**config.mk**
```make
export PLATFORM = sky130hd
export DESIGN_NAME = uart_rx_oversample
export DESIGN_NICKNAME = d
export VERILOG_FILES = /design/src/rtl/uart_pkg.sv /design/src/rtl/uart_rx_sync.sv /design/src/rtl/uart_rx_oversample.sv
export SDC_FILE = /design/constraint.sdc
export NUM_CORES = 1
export LEC_CHECK = 0
export BUFFER_PORTS_ARGS = -buffer_cell sky130_fd_sc_hd__buf_2
export CAP_MARGIN = 20
export CORE_MARGIN = 4
export CORE_UTILIZATION = 55
export CTS_CLUSTER_SIZE = 12
export DETAILED_ROUTE_END_ITERATION = 8
export GPL_TIMING_DRIVEN = 1
export PLACE_DENSITY = 0.87
export SLEW_MARGIN = 30
export SYNTH_ARGS = -nofsm -noshare
export SYNTH_HDL_FRONTEND = slang
export SYNTH_SLANG_ARGS = --single-unit
export TNS_END_PERCENT = 10
```
**constraint.sdc**
```tcl
create_clock -name clk -period 2.3 [get_ports clk]
set_input_delay 0.23 -clock clk [delete_from_list [all_inputs] [get_ports clk]]
set_output_delay 0.23 -clock clk [all_outputs]
set_load 0.05 [all_outputs]
```
**src/rtl/uart_pkg.sv**
```systemverilog
// rtl/uart_pkg.sv - shared types and helpers for the oversampling UART receiver
package uart_pkg;

  typedef enum logic [2:0] {IDLE, START, DATA, PARITY, STOP} rx_state_e;

  localparam logic RX_IDLE_LEVEL = 1'b1;
  localparam int   MAX_DATA_BITS = 9;

  // Returns the parity bit a correct transmitter would send for this data word.
  function automatic logic parity_calc(input logic [MAX_DATA_BITS-1:0] data, input logic odd);
    return (^data) ^ odd;
  endfunction

endpackage

```
**src/rtl/uart_rx_sync.sv**
```systemverilog
// rtl/uart_rx_sync.sv - rx double-flop synchroniser and sample_clk edge-to-tick converter
module uart_rx_sync
  import uart_pkg::*;
(
  input  logic clk,
  input  logic reset,
  input  logic sample_clk,
  input  logic rx,
  output logic rx_s,
  output logic tick
);

  logic rx_meta_q;
  logic rx_s_q;
  logic sample_clk_q;

  always_ff @(posedge clk) begin
    if (reset) begin
      rx_meta_q    <= RX_IDLE_LEVEL;
      rx_s_q       <= RX_IDLE_LEVEL;
      sample_clk_q <= 1'b0;
    end else begin
      rx_meta_q    <= rx;
      rx_s_q       <= rx_meta_q;
      sample_clk_q <= sample_clk;
    end
  end

  assign rx_s = rx_s_q;
  // Both edges of sample_clk count as one oversample each.
  assign tick = sample_clk ^ sample_clk_q;

endmodule

```
**src/rtl/uart_rx_oversample.sv**
```systemverilog
// rtl/uart_rx_oversample.sv - 16x oversampling UART receiver with valid/ready output and error flags
module uart_rx_oversample
  import uart_pkg::*;
#(
  parameter int DATA_BITS  = 8,
  parameter int SAMPLE     = 16,
  parameter int PARITY_EN  = 0,
  parameter int PARITY_ODD = 0
) (
  input  logic                 clk,
  input  logic                 reset,
  input  logic                 sample_clk,
  input  logic                 rx,
  output logic [DATA_BITS-1:0] rx_data,
  output logic                 rx_valid,
  input  logic                 rx_ready,
  output logic                 frame_err,
  output logic                 parity_err,
  output logic                 overrun,
  output logic                 busy
);

  localparam int TW = $clog2(SAMPLE);
  localparam int BW = $clog2(DATA_BITS);
  localparam logic [TW-1:0] TICK_MID = TW'(SAMPLE/2 - 1);
  localparam logic [TW-1:0] TICK_END = TW'(SAMPLE - 1);
  localparam logic [BW-1:0] BIT_LAST = BW'(DATA_BITS - 1);

  logic rx_s;
  logic tick;

  uart_rx_sync u_sync (
    .clk        (clk),
    .reset      (reset),
    .sample_clk (sample_clk),
    .rx         (rx),
    .rx_s       (rx_s),
    .tick       (tick)
  );

  rx_state_e            state_q;
  logic [TW-1:0]        tick_cnt_q, tick_cnt_d;
  logic [BW-1:0]        bit_cnt_q;
  logic [DATA_BITS-1:0] shift_q, shift_d;
  logic                 par_err_q, par_err_d;
  logic [DATA_BITS-1:0] rx_data_q;
  logic                 rx_valid_q, frame_err_q, parity_err_q, overrun_q;
  logic                 at_mid, at_end, line_low;

  always_comb begin
    at_mid     = (tick_cnt_q == TICK_MID);
    at_end     = (tick_cnt_q == TICK_END);
    line_low   = (rx_s != RX_IDLE_LEVEL);
    tick_cnt_d = tick_cnt_q + TW'(1);
    shift_d    = {rx_s, shift_q[DATA_BITS-1:1]};
    par_err_d  = (PARITY_EN != 0) &&
                 (rx_s != parity_calc(MAX_DATA_BITS'(shift_q), PARITY_ODD != 0));
  end

  always_ff @(posedge clk) begin
    if (reset) begin
      state_q      <= IDLE;
      tick_cnt_q   <= '0;
      bit_cnt_q    <= '0;
      shift_q      <= '0;
      par_err_q    <= 1'b0;
      rx_data_q    <= '0;
      rx_valid_q   <= 1'b0;
      frame_err_q  <= 1'b0;
      parity_err_q <= 1'b0;
      overrun_q    <= 1'b0;
    end else begin
      overrun_q <= 1'b0;
      if (rx_valid_q && rx_ready) rx_valid_q <= 1'b0;

      case (state_q)
        IDLE: begin
          if (line_low) begin
            state_q    <= START;
            tick_cnt_q <= '0;
          end
        end
        START: begin
          if (tick) begin
            if (at_mid) begin
              tick_cnt_q <= '0;
              bit_cnt_q  <= '0;
              par_err_q  <= 1'b0;
              state_q    <= line_low ? DATA : IDLE;
            end else begin
              tick_cnt_q <= tick_cnt_d;
            end
          end
        end
        DATA: begin
          if (tick) begin
            if (at_end) begin
              tick_cnt_q <= '0;
              shift_q    <= shift_d;
              if (bit_cnt_q == BIT_LAST) begin
                bit_cnt_q <= '0;
                state_q   <= (PARITY_EN != 0) ? PARITY : STOP;
              end else begin
                bit_cnt_q <= bit_cnt_q + BW'(1);
              end
            end else begin
              tick_cnt_q <= tick_cnt_d;
            end
          end
        end
        PARITY: begin
          if (tick) begin
            if (at_end) begin
              tick_cnt_q <= '0;
              par_err_q  <= par_err_d;
              state_q    <= STOP;
            end else begin
              tick_cnt_q <= tick_cnt_d;
            end
          end
        end
        STOP: begin
          if (tick) begin
            if (at_end) begin
              tick_cnt_q <= '0;
              state_q    <= IDLE;
              // A pending word not taken this cycle wins; the new one is dropped.
              if (!rx_valid_q || rx_ready) begin
                rx_valid_q   <= 1'b1;
                rx_data_q    <= shift_q;
                frame_err_q  <= line_low;
                parity_err_q <= par_err_q;
              end else begin
                overrun_q <= 1'b1;
              end
            end else begin
              tick_cnt_q <= tick_cnt_d;
            end
          end
        end
        default: state_q <= IDLE;
      endcase
    end
  end

  assign rx_data    = rx_data_q;
  assign rx_valid   = rx_valid_q;
  assign frame_err  = frame_err_q;
  assign parity_err = parity_err_q;
  assign overrun    = overrun_q;
  assign busy       = (state_q != IDLE);

endmodule

```
## After elaboration in Yosys (flattened, before gate mapping)

Index checks and enable logic that the tools add are counted.

| word-level totals | value |
|---|---|
| bits in registers | 34 |
| input bits | 5 |
| output and inout port bits | 13 |
| word-level logic and storage cells | 89 |

| operators by class | value |
|---|---|
| add/subtract/negate cells | 2 |
| eq/ne operators | 18 |
| multiplexer cells | 35 |
| bitwise gates (word level) | 5 |
| reduce and logical (&&, ||, !) cells | 16 |

Operator list:

| kind | count |
|---|---|
| $mux W3 | 15 |
| $mux W4 | 5 |
| $ne A2 B2 Y1 const B | 10 |
| $pmux W3 S5 | 1 |
| $pmux W4 S3 | 1 |
| $mux W1 | 10 |
| $reduce_and A10 Y1 | 1 |
| $reduce_and A5 Y1 | 2 |
| $reduce_and A4 Y1 | 2 |
| $eq A3 B2 Y1 const B | 2 |
| $eq A3 B3 Y1 const B | 2 |
| $pmux W3 S2 | 1 |
| $reduce_bool A3 Y1 | 2 |
| $add A4 B1 Y4 const B | 1 |
| $eq A4 B3 Y1 const B | 1 |
| $eq A4 B4 Y1 const B | 1 |
| $not A1 Y1 | 4 |
| $reduce_bool A2 Y1 | 2 |
| $reduce_or A4 Y1 | 1 |
| $add A3 B1 Y3 const B | 1 |
| $eq A3 B1 Y1 const B | 1 |
| $logic_not A3 Y1 | 1 |
| $reduce_and A3 Y1 | 1 |
| $reduce_or A3 Y1 | 1 |
| 7 further kinds | 7 |

## Depth between registers and ports, before layout

Gate-level depths: netlist of the first run.

| logic depth | value |
|---|---|
| depth after elaboration | 6 |
| mapped depth | 6 |
| mapped depth without buffers | 6 |

## Cells and area by module

Synthesis of the first run repeated with hierarchy kept, for this count alone.

| unflattened totals | value |
|---|---|
| cell total of the unflattened synthesis | 150 |
| area total of the unflattened synthesis | 1410.1 µm² |

By module, submodules not included:

| module | times used | cells an instance | area an instance (µm²) | sequential area each (µm²) |
|---|---|---|---|---|
| uart_rx_oversample | 1 | 143 | 1320.0 | 580.6 |
| uart_rx_sync | 1 | 7 | 90.1 | 60.1 |

## Least setup slack after synthesis of the first run

No wires, ideal clock.

| timing | value |
|---|---|
| path kind | register to register |
| from | register u_sync.sample_clk_q |
| to | register state_q[1] |
| setup time | 0.121 ns |
| arrival | 1.619 ns |
| data required time | 2.179 ns |
| setup slack | 0.560 ns |
| stages on the path, launching flop included | 5 |
| buffers on the path | 0 |
| clock period less this slack | 1.740 ns |
| path through | dfxtp_1 xnor2_1 nor3_1 o32ai_1 mux2_2 |

| on the way | value |
|---|---|
| word-level cells in the longest chain between the ends | 3 |
| elaborated cells between the ends (all ways) | 6 |
| those cells by class | eq/ne: 4; bitwise: 1; reduce/logical: 1 |

RTL lines:

| element | RTL line | text |
|---|---|---|
| start, declared | uart_rx_sync.sv:15 | `logic sample_clk_q;` |
| start signal, assigned | uart_rx_sync.sv:25 | `sample_clk_q <= sample_clk;` |
| $xor A1 B1 Y1 (*) | uart_rx_sync.sv:31 | `assign tick = sample_clk ^ sample_clk_q;` |
| $ne A2 B2 Y1 (no line) | n/a |  |
| $reduce_and A10 Y1 (no line) (*) | n/a |  |
| end signal, assigned | uart_rx_oversample.sv:89 | `state_q <= line_low ? DATA : IDLE;` |
| end signal, assigned | uart_rx_oversample.sv:102 | `state_q <= (PARITY_EN != 0) ? PARITY : STOP;` |
| end, declared | uart_rx_oversample.sv:41 | `rx_state_e state_q;` |

Mark *: on every way between the ends. The rest lies on a longest branch, timed or not.
A chain may end at the register's enable or synchronous reset.

## Worst setup path after layout of the first run

| timing | value |
|---|---|
| from | register state_q[1] |
| to | register shift_q[2] |

| on the way | value |
|---|---|
| word-level cells in the longest chain between the ends | 2 |

RTL lines:

| element | RTL line | text |
|---|---|---|
| $eq A3 B2 Y1 | uart_rx_oversample.sv:76 | `case (state_q)` |
| $reduce_and A3 Y1 (no line) | n/a |  |
| end signal, assigned | uart_rx_oversample.sv:99 | `shift_q <= shift_d;` |
| end, declared | uart_rx_oversample.sv:44 | `logic [DATA_BITS-1:0] shift_q, shift_d;` |

Every way passes these cells.

==> results.md, run 1 <==
- The flow ran to the end, and the final reports show no timing, DRC or antenna violations.
- The number of hold violations in the final report came to 0.
- The root buffer cell is sky130_fd_sc_hd__clkbuf_4.
- The die boundary width is slightly above 60 um.
- The HPWL after detailed placement is 2150 um.
- The sequential cells in the finished layout cover a total of 641 sq um.
- For the worst flop-to-flop path, the logic depth is 5.
- The share of synthesized area in the top cell type comes to 0.421.
- The via-per-instance ratio is 5.81.
- The leftover overflow at the end of global routing is 0.
- The routed layout has approximately 1200 vias.
- After clock tree synthesis, the repair step resized 0 gates.
- In this run the most critical hold path is launched from rx.
- The global routing usage summed across all routing layers is 0.197.
- The initial antenna violation count is 0.
- The critical register-to-register path startpoint is state_q[1].
- Setup repair after global routing left no endpoint under its margin.
- Summed over all nets, wire length on met3 after detailed routing comes to 129 um.
- The first TritonRoute pass finished after 4 iterations.
- The total inserted antenna cells is 0.
- The final-report setup violation count is 0.
- Between clock sinks in the finished design, the worst skew comes to 0.0128 ns.
- Of the cells placed in the final design, the portion with a size suffix greater than 1 is 0.202.
- In the final routed layout, each cell accounts on average for roughly 15 um.
- The sequential-to-total area share from yosys stat is 0.421.
- The max-slew violation total from the final report was 0.
- The die covers 0.00367 sq mm.
- The number of hold buffers added after CTS was 0.
- Leaving out fill and tap cells, the most frequent cell in the layout is sky130_fd_sc_hd__dfxtp_1.
- Static timing analysis puts the maximum clock frequency at 522 MHz.
- Of all nets on the critical path, the largest fanout is 18.
- The number of H-tree branching levels is 2.
- After synthesis, the cell types taking the most area are sky130_fd_sc_hd__dfxtp_1 42%, sky130_fd_sc_hd__mux2i_1 12%, sky130_fd_sc_hd__nor2_1 6.7%.
- The highest metal layer carrying signal wires in the routed design is met4.
- In this run the cell area of the synthesized design comes to 0.00152 sq mm.
- In the finished design, the share of the clock period the worst path needs comes to 0.832.
- The number of global-route vias before repair came to 1193.
- The core area is 0.00257 sq mm.
- Synthesis inferred 32 register bits.
- Measured along the y axis, the die boundary spans just over 60 um.
- The type of element capturing the critical path is a flip-flop.
- The final routed wirelength across all metal layers is 3100 um.
- After detailed routing, the number of remaining DRC violations is 0.
- The synthesized net count is roughly 170.
- The synthesized area per cell is 9.23 sq um.
- At the worst endpoint, the required time is 2.49 ns.
- The largest vdd supply drop is 567 uV.
- Clock tree synthesis inserted a total of 5 buffers.
- The maximum number of buffers from clock root to sink is 2.
- The CTS tree is done.
- The leading area contributor after synthesis is sky130_fd_sc_hd__dfxtp_1.
- The global-route wire length before repair is 5510 um.
- Port buffering added 16 buffers.
- Synthesis produced a netlist whose cell count is 165.
- In the final layout, the multi-input gates occupy 816 sq um.
- The number of core rows is 18.
- The worst hold-check path type is input port to flip-flop.
- Clock-pin slew was measured on the worst setup and hold paths at approximately 0.10 ns.
- The clock reaches the later pin of the worst-skew pair after 0.32 ns.
- The number of stages on the worst hold path is 2.
- Summed over all nets, wire length on met2 after detailed routing comes to roughly 1500 um.
- The worst setup path startpoint is state_q[1].
- The layout-stage area growth over the synthesis result is 12.8%.
- For this run, asynchronously set or reset flops after synthesis account for 0.
- The worst hold margin is 0.0911 ns.
- Pin placement for this block handled 18 I/O pins.
- For this block, wires on met1 add up to 1360 um.
- The setup TNS after final layout is 0 ns.
- The count of nets left with antenna violations once routing finished came out at 0.
- The worst setup path category is flip-flop to flip-flop.
- The flip-flop cell with the highest count after synthesis is sky130_fd_sc_hd__dfxtp_1.
- The first routing iteration left 16 violations.
- For this configuration, the core starts out at a cell density of 0.593.
- The power density of the placed cells is 647 mW/mm^2.
- The number of violations of the max-capacitance limit is 0.
- In this run the post-CTS setup repair buffer count came out at 0.
- The critical path arrival is 2.10 ns.
- The filler cell count is 212.
- The transition time of the tightest slew-check pin is 0.573 ns.
- The pin count of the biggest net entering global routing is 37.
- Synthesis instantiated 45 different standard cells from the library.
- In this run, synthesis inferred 0 flip-flops with an integrated enable.
- The worst slew margin relative to its limit is 0.618.
- For flop-to-flop paths, the worst setup slack is slightly below 0.4 ns.
- The number of clock sinks is 32.
- The endpoint identified for the worst register-to-register timing path is shift_q[2].
- The worst hold path terminates at u_sync.rx_meta_q.
- Routability-driven placement finished with a final weighted congestion of 0.850.
- Counting I/O delays and the setup requirement, the final critical path takes about 1.9 ns.
- The Yosys warning count is 0.
- The post-layout net count is 190.
- In the layout the commonest cells are 32 x sky130_fd_sc_hd__dfxtp_1, 27 x sky130_fd_sc_hd__nor2_1, 18 x sky130_fd_sc_hd__mux2i_1, 16 x sky130_fd_sc_hd__buf_2, 7 x sky130_fd_sc_hd__a21oi_1.
- The critical path startpoint category is a flip-flop.
- The leakage power figure is ~0.00064 uW.
## worst max-delay path by stage
stage	end	slack, ns	cells past startpoint
finish	shift_q[2]	0.39	5
global route	shift_q[2]	0.23	5
CTS	shift_q[2]	0.39	5
detailed placement	bit_cnt_q[0]	0.39	4
global placement	bit_cnt_q[0]	0.49	4
floorplan	state_q[1]	0.56	4
## power by group
part           internal [uW]  total [uW]  switching, uW
Clock                    289         486            197
Sequential               558         561           3.51
Combinational           22.6        64.8           42.2
## kinds of logic after synthesis
group / after synthesis / share of synthesized area
flip-flops: 32 / 0.421
AND/OR/NAND/NOR: 68 / 0.241
multiplexers: 19 / 0.126
adder cells (fa/ha/maj): 3 / 0.0247
other: 1 / 0.00246
XOR/XNOR: 2 / 0.0115
AO/OA/AOI/OAI: 26 / 0.131
buffers and inverters: 14 / 0.0436
## synthesized netlist by cell type (2+ instances only)
cell type and instances:
sky130_fd_sc_hd__a21oi_1 7, sky130_fd_sc_hd__ha_1 3, sky130_fd_sc_hd__nor3b_1 2, sky130_fd_sc_hd__mux2i_1 18, sky130_fd_sc_hd__and3_1 2, sky130_fd_sc_hd__clkbuf_1 7, sky130_fd_sc_hd__o211ai_1 3, sky130_fd_sc_hd__a211oi_1 3
sky130_fd_sc_hd__nor2_1 27, sky130_fd_sc_hd__dfxtp_1 32, sky130_fd_sc_hd__nand2_1 4, sky130_fd_sc_hd__o21ai_0 2, sky130_fd_sc_hd__nand2b_1 6, sky130_fd_sc_hd__nor4_1 2, sky130_fd_sc_hd__or2_2 4, sky130_fd_sc_hd__buf_2 2
sky130_fd_sc_hd__inv_1 3, sky130_fd_sc_hd__a211o_1 2, sky130_fd_sc_hd__nor3_1 5, sky130_fd_sc_hd__nand3_1 6
## sequential cells by signal, indices dropped and copies added, names as in the netlist
name,flops
u_sync.rx_s,1
frame_err,1
overrun,1
state_q,3
bit_cnt_q,3
rx_valid,1
u_sync.rx_meta_q,1
shift_q,8
rx_data,8
tick_cnt_q,4
u_sync.sample_clk_q,1
## worst max-delay path: stages (launching register included)
cell	delay, ns
sky130_fd_sc_hd__dfxtp_1	0.66
sky130_fd_sc_hd__nand2b_1	0.30
sky130_fd_sc_hd__nor4_4	0.30
sky130_fd_sc_hd__buf_4	0.23
sky130_fd_sc_hd__mux2i_1	0.23
sky130_fd_sc_hd__nor2_1	0.06
## per-stage QoR
step / power (uW) / cell area (sq um) / setup WS, ns / util / std cells
after global routing: 1150 / 1720 / 0.227 / 0.669 / 213
after detailed placement: 638 / 1620 / 0.394 / 0.632 / 205
final: 1110 / 1720 / 0.386 / 0.669 / 213
after global placement: 637 / 1620 / 0.489 / 0.632 / 205
after floorplan: 623 / 1520 / 0.560 / - / 165
after CTS: 1110 / 1720 / 0.390 / 0.669 / 213
## cell type report
| type | instances | share of cell area |
|---|---|---|
| flip-flops and latches | 32 | 0.373 |
| well taps | 30 | 0.0218 |
| clock inverters | 1 | 0.0175 |
| inverters | 3 | 0.00655 |
| multi-input cells | 119 | 0.475 |
| repair buffers | 21 | 0.0685 |
| clock buffers | 7 | 0.0379 |
## layer usage
layer / vias to the layer above / track usage
met5: - / 0
met3: 8 / 0.0468
li1: 620 / -
met2: 29 / 0.308
met4: 0 / 0.0898
met1: 580 / 0.258
Power figures use the tool's default switching activity.
==> inputs of run 2 (changes only) <==
Settings changed: ABC_AREA from default to 1.
Clock period 2.3 ns to 1.8 ns, I/O delays scaled along.
==> run 2 against run 1 <==
Net effect: clock skew about the same; global-route usage down 0.60 points; final area down 4.4%; first-iteration DRC count rose to 3.9 times the previous value; non-clock buffer count down 4; clock-buffer cell count down 1; via count up 4.2%; die area down 3.7%; sequential cell count unchanged; critical path depth up 4; maximum frequency up 25%; sequential power up 44%; critical endpoint is now rx_data[4]; largest power group unchanged.
==> results.md, run 2 <==
- The share of synthesized cell area in full adder, half adder and majority cells is 0.0258 (was 0.0247).
- The synthesized instance count is 206 (was 165).
- The number of clock sinks came to 32 (unchanged).
- The die area is 0.00354 sq mm (was 0.00367 sq mm).
- The critical register-to-register path startpoint is tick_cnt_q[0] (was state_q[1]).
- The top fanout value on the critical path is 10 (was 18).
- The root buffer cell was sky130_fd_sc_hd__clkbuf_4 (unchanged).
- The boundary pin count is 18 (unchanged).
- The worst hold-check path type was input port to flip-flop (unchanged).
- The flip-flop cell with the highest count after synthesis is sky130_fd_sc_hd__dfxtp_1 (unchanged).
- The via-per-instance ratio came to 5.02 (was 5.81).
- The internal reg-to-reg setup slack is 0.27 ns (was 0.39 ns).
- The terminus of the critical flop-to-flop path is rx_data[4] (was shift_q[2]).
- The type of element capturing the critical path is a flip-flop (unchanged).
- The share of power burned in the clock network came to 0.277 (was 0.437).
- The number of enable flip-flop cells after synthesis was 0 (unchanged).
- The number of hold violations in the final report came to 0 (unchanged).
- The mapped cell area was 0.00146 sq mm (was 0.00152 sq mm).
- The total inserted antenna cells came to 0 (unchanged).
- The fraction of layout cells with a size suffix above 1 is 0.189 (was 0.202).
- The setup TNS after final layout is 0 ns (unchanged).
- The height of the die is 59.5 um (was 60.6 um).
- The clock slew seen by the registers of the worst setup and hold paths came to 0.11 ns (was 0.10 ns).
- The synthesized net count is 214 (was 173).
- The internal power summed over all cells is 1240 uW (was 869 uW).
- The transition time of the tightest slew-check pin is 0.534 ns (was 0.573 ns).
- The number of distinct library cells after synthesis is 25 (was 45).
- The number of buffers created by CTS is 5 (unchanged).
- The leakage power figure is 0.000800 uW (was 0.000638 uW).
- Top post-synthesis cells by area: sky130_fd_sc_hd__dfxtp_1 44%, sky130_fd_sc_hd__nor2_1 12%, sky130_fd_sc_hd__nand2_1 8.5% (was sky130_fd_sc_hd__dfxtp_1 42%, sky130_fd_sc_hd__mux2i_1 12%, sky130_fd_sc_hd__nor2_1 6.7%).
- The global-route track usage on met3 is 0.0719 (was 0.0468).
- The worst slew margin relative to its limit is 0.644 (was 0.618).
- Run status: finished clean (unchanged).
- The met1 track demand over resource in global routing is 0.239 (was 0.258).
- The total chip power is 1970 uW (was 1110 uW).
- The maximum number of buffers from clock root to sink is 2 (unchanged).
- The worst setup path category is flip-flop to flip-flop (unchanged).
- The number of synthesized register bits is 32 (unchanged).
- The power density of the placed cells is 1200 mW/mm^2 (was 647 mW/mm^2).
- The clock period minus final worst setup slack is 1.53 ns (was 1.91 ns).
- The required time of the critical path is 2.08 ns (was 2.49 ns).
- The final-report setup violation count is 0 (unchanged).
- The number of H-tree branching levels is 2 (unchanged).
- The sequential-to-total area share from yosys stat came to 0.439 (was 0.421).
- The xor and xnor fraction of the mapped netlist area was 0.00601 (was 0.0115).
- Top cells by count, synth: 47 x sky130_fd_sc_hd__nor2_1, 33 x sky130_fd_sc_hd__nand2_1, 32 x sky130_fd_sc_hd__dfxtp_1 (was 32 x sky130_fd_sc_hd__dfxtp_1, 27 x sky130_fd_sc_hd__nor2_1, 18 x sky130_fd_sc_hd__mux2i_1).
- The met2 usage was 0.284 (was 0.308).
- The filler cell count was 229 (was 212).
- The DRC violations left came to 0 (unchanged).
- The die boundary width is 59.5 um (was 60.6 um).
- The synthesized area per cell is 7.08 sq um (was 9.23 sq um).
- The number of violations of the max-capacitance limit is 0 (unchanged).
- The endpoint with the worst hold slack is u_sync.sample_clk_q (was u_sync.rx_meta_q).
- The share of power burned in registers came to 0.410 (was 0.505).
- The number of cell instances on the worst register-to-register path is 9 (was 5).
- The most common cell after layout, fill and taps aside is sky130_fd_sc_hd__nor2_1 (was sky130_fd_sc_hd__dfxtp_1).
- The core area came to 0.00250 sq mm (was 0.00257 sq mm).
- The Yosys warning count is 0 (unchanged).
- The residual antenna-violating net count after detailed routing was 0 (unchanged).
- The leftover overflow at the end of global routing is 0 (unchanged).
- The number of core rows came to 18 (unchanged).
- The largest vdd supply drop was 1020 uV (was 567 uV).
- RSZ-0062 raised after global routing: no (unchanged).
- The HPWL after detailed placement is 1990 um (was 2150 um).
- The pin count of the biggest net entering global routing is 24 (was 37).
- The critical path startpoint category is a flip-flop (unchanged).
- The busiest layer in global routing is met2 (unchanged).
- The critical path arrival is 1.81 ns (was 2.10 ns).
- The iteration-0 DRC count of the detailed router is 62 (was 16).
- The combinational family with the most area after synthesis is simple AND/OR/NAND/NOR gates (unchanged).
- The global routing usage summed across all routing layers is 0.191 (was 0.197).
- The leading area contributor after synthesis is sky130_fd_sc_hd__dfxtp_1 (unchanged).
- The layout-stage area growth over the synthesis result is 12.6% (was 12.8%).
- The global-route wire length before repair is 4970 um (was 5510 um).
- The startpoint of the tightest hold check path is sample_clk (was rx).
- The most common cell in the netlist is sky130_fd_sc_hd__nor2_1 (was sky130_fd_sc_hd__dfxtp_1).
- The share of the clock period used by the worst path is 0.853 (was 0.832).
- The number of global-route vias before repair was 1140 (was 1193).
- The share of flip-flops with an asynchronous set or reset after synthesis is 0 (unchanged).
- The initial antenna violation count was 0 (unchanged).
- The switching power share of the total was 0.371 (was 0.219).
- The fraction of the mapped netlist area in compound gates is 0.109 (was 0.131).
- The mux contribution to synthesized area is 0 (was 0.126).
- The first-pass iteration count of the detailed router is 5 (was 4).
- The final weighted congestion of routability-driven global placement is 0.957 (was 0.850).
- The CTS tree is done (unchanged).
- The number of stages on the worst hold path is 3 (was 2).
- The post-layout net count is 234 (was 190).
- The count of input and output buffers came to 16 (unchanged).
- The starting density of the core is 0.583 (was 0.593).
- The post-synthesis simple-gate area fraction is 0.338 (was 0.241).
- Most frequent cells in the layout: 47 x sky130_fd_sc_hd__nor2_1, 33 x sky130_fd_sc_hd__nand2_1, 32 x sky130_fd_sc_hd__dfxtp_1, 20 x sky130_fd_sc_hd__inv_1, 20 x sky130_fd_sc_hd__o21ai_0 (was 32 x sky130_fd_sc_hd__dfxtp_1, 27 x sky130_fd_sc_hd__nor2_1, 18 x sky130_fd_sc_hd__mux2i_1, 16 x sky130_fd_sc_hd__buf_2, 7 x sky130_fd_sc_hd__a21oi_1).
- The routed via count came to 1289 (was 1237).
- The upper clock frequency limit is 652 MHz (was 522 MHz).
- The max-slew violation total from the final report came to 0 (unchanged).
- The average detailed-routed wire length per instance is 10.9 um (was 14.6 um).
- The total setup buffers inserted after CTS is 0 (unchanged).
- The area share of the largest cell type after synthesis is 0.439 (was 0.421).
- The final routed wirelength across all metal layers is 2790 um (was 3100 um).
- The switching power is 730 uW (was 243 uW).
- The setup clock skew after layout is 0.0124 ns (was 0.0128 ns).
- The insertion delay to the later sink of the worst-skew pair is 0.35 ns (was 0.32 ns).
- The share of power burned in combinational logic is 0.313 (was 0.058).
run 2: changes by cell type after synthesis, sizes merged, moves of 3 or more:
cell    before  now
nor3         5    2
clkbuf       7    1
inv          3   24
a21oi        7   10
nand2b       6    0
nand2        4   39
o211ai       3    0
nor2        27   50
o21ai        2   21
mux2i       18    0
nor4         3    0
a211oi       3    0
nand3        6   13
run 2: logic make-up (layout without fill, tap and decap cells):
kind of cell	after synthesis	after routing
AO/OA/AOI/OAI	31	31
XOR/XNOR	1	1
other	1	1
adder cells (fa/ha/maj)	3	3
buffers and inverters	29	50
AND/OR/NAND/NOR	109	109
flip-flops	32	32
run 2: repair_timing:
item                      CTS  global route
hold endpoints to repair    1             0
gates resized for setup     0             0
hold buffers                1             0
run 2: layout make-up:
class,count,area (sq um),area share
inverters,25,95.1,0.0579
clock buffers,6,41.3,0.0252
flip-flops and latches,32,641,0.390
repair buffers,17,90.1,0.0549
clock inverters,2,35.0,0.0213
multi-input cells,145,702,0.428
well taps,30,37.5,0.0229
run 2: power groups by stage:
stage          clock, uW  sequential (uW)  combinational (uW)
6_report             545              807                 615
3_3_place_gp           0              819                 597
3_5_place_dp           0              822                 606
2_1_floorplan          0              811                 506
5_1_grt              589              816                 708
4_1_cts              555              806                 617
run 2: how the worst max path moves through the flow:
| stage | start | end | slack [ns] |
|---|---|---|---|
| floorplan | state_q[0] | tick_cnt_q[2] | 0.32 |
| global placement | tick_cnt_q[0] | rx_data[4] | 0.39 |
| detailed placement | tick_cnt_q[0] | rx_data[4] | 0.30 |
| CTS | tick_cnt_q[0] | rx_data[4] | 0.26 |
| global route | tick_cnt_q[1] | rx_data[4] | 0.05 |
| finish | tick_cnt_q[0] | rx_data[4] | 0.27 |
run 2: metrics by stage:
step	cells	hold slack, ns	cell area [sq um]	setup slack [ns]	utilization
6_report	257	0.0612	1640	0.265	0.657
5_1_grt	257	0.0553	1640	0.0452	0.657
4_1_cts	257	0.0499	1640	0.263	0.657
3_5_place_dp	248	0.369	1560	0.295	0.622
3_3_place_gp	248	0.371	1560	0.386	0.622
2_1_floorplan	206	0.284	1460	0.317	-
run 2: per-layer routing:
metal  part of all wire  wire [um]
met1               0.47       1300
met2               0.44       1230
met3              0.072        201
met4              0.021         60
met5                  0          0
run 2: critical path: stages, from the launching register on:
cell,delay [ns]
sky130_fd_sc_hd__dfxtp_1,0.37
sky130_fd_sc_hd__ha_1,0.24
sky130_fd_sc_hd__nand3_2,0.13
sky130_fd_sc_hd__inv_2,0.08
sky130_fd_sc_hd__nand2_2,0.09
sky130_fd_sc_hd__inv_2,0.07
sky130_fd_sc_hd__nand3_2,0.14
sky130_fd_sc_hd__inv_2,0.18
sky130_fd_sc_hd__nor2_1,0.05
sky130_fd_sc_hd__nor2_1,0.12
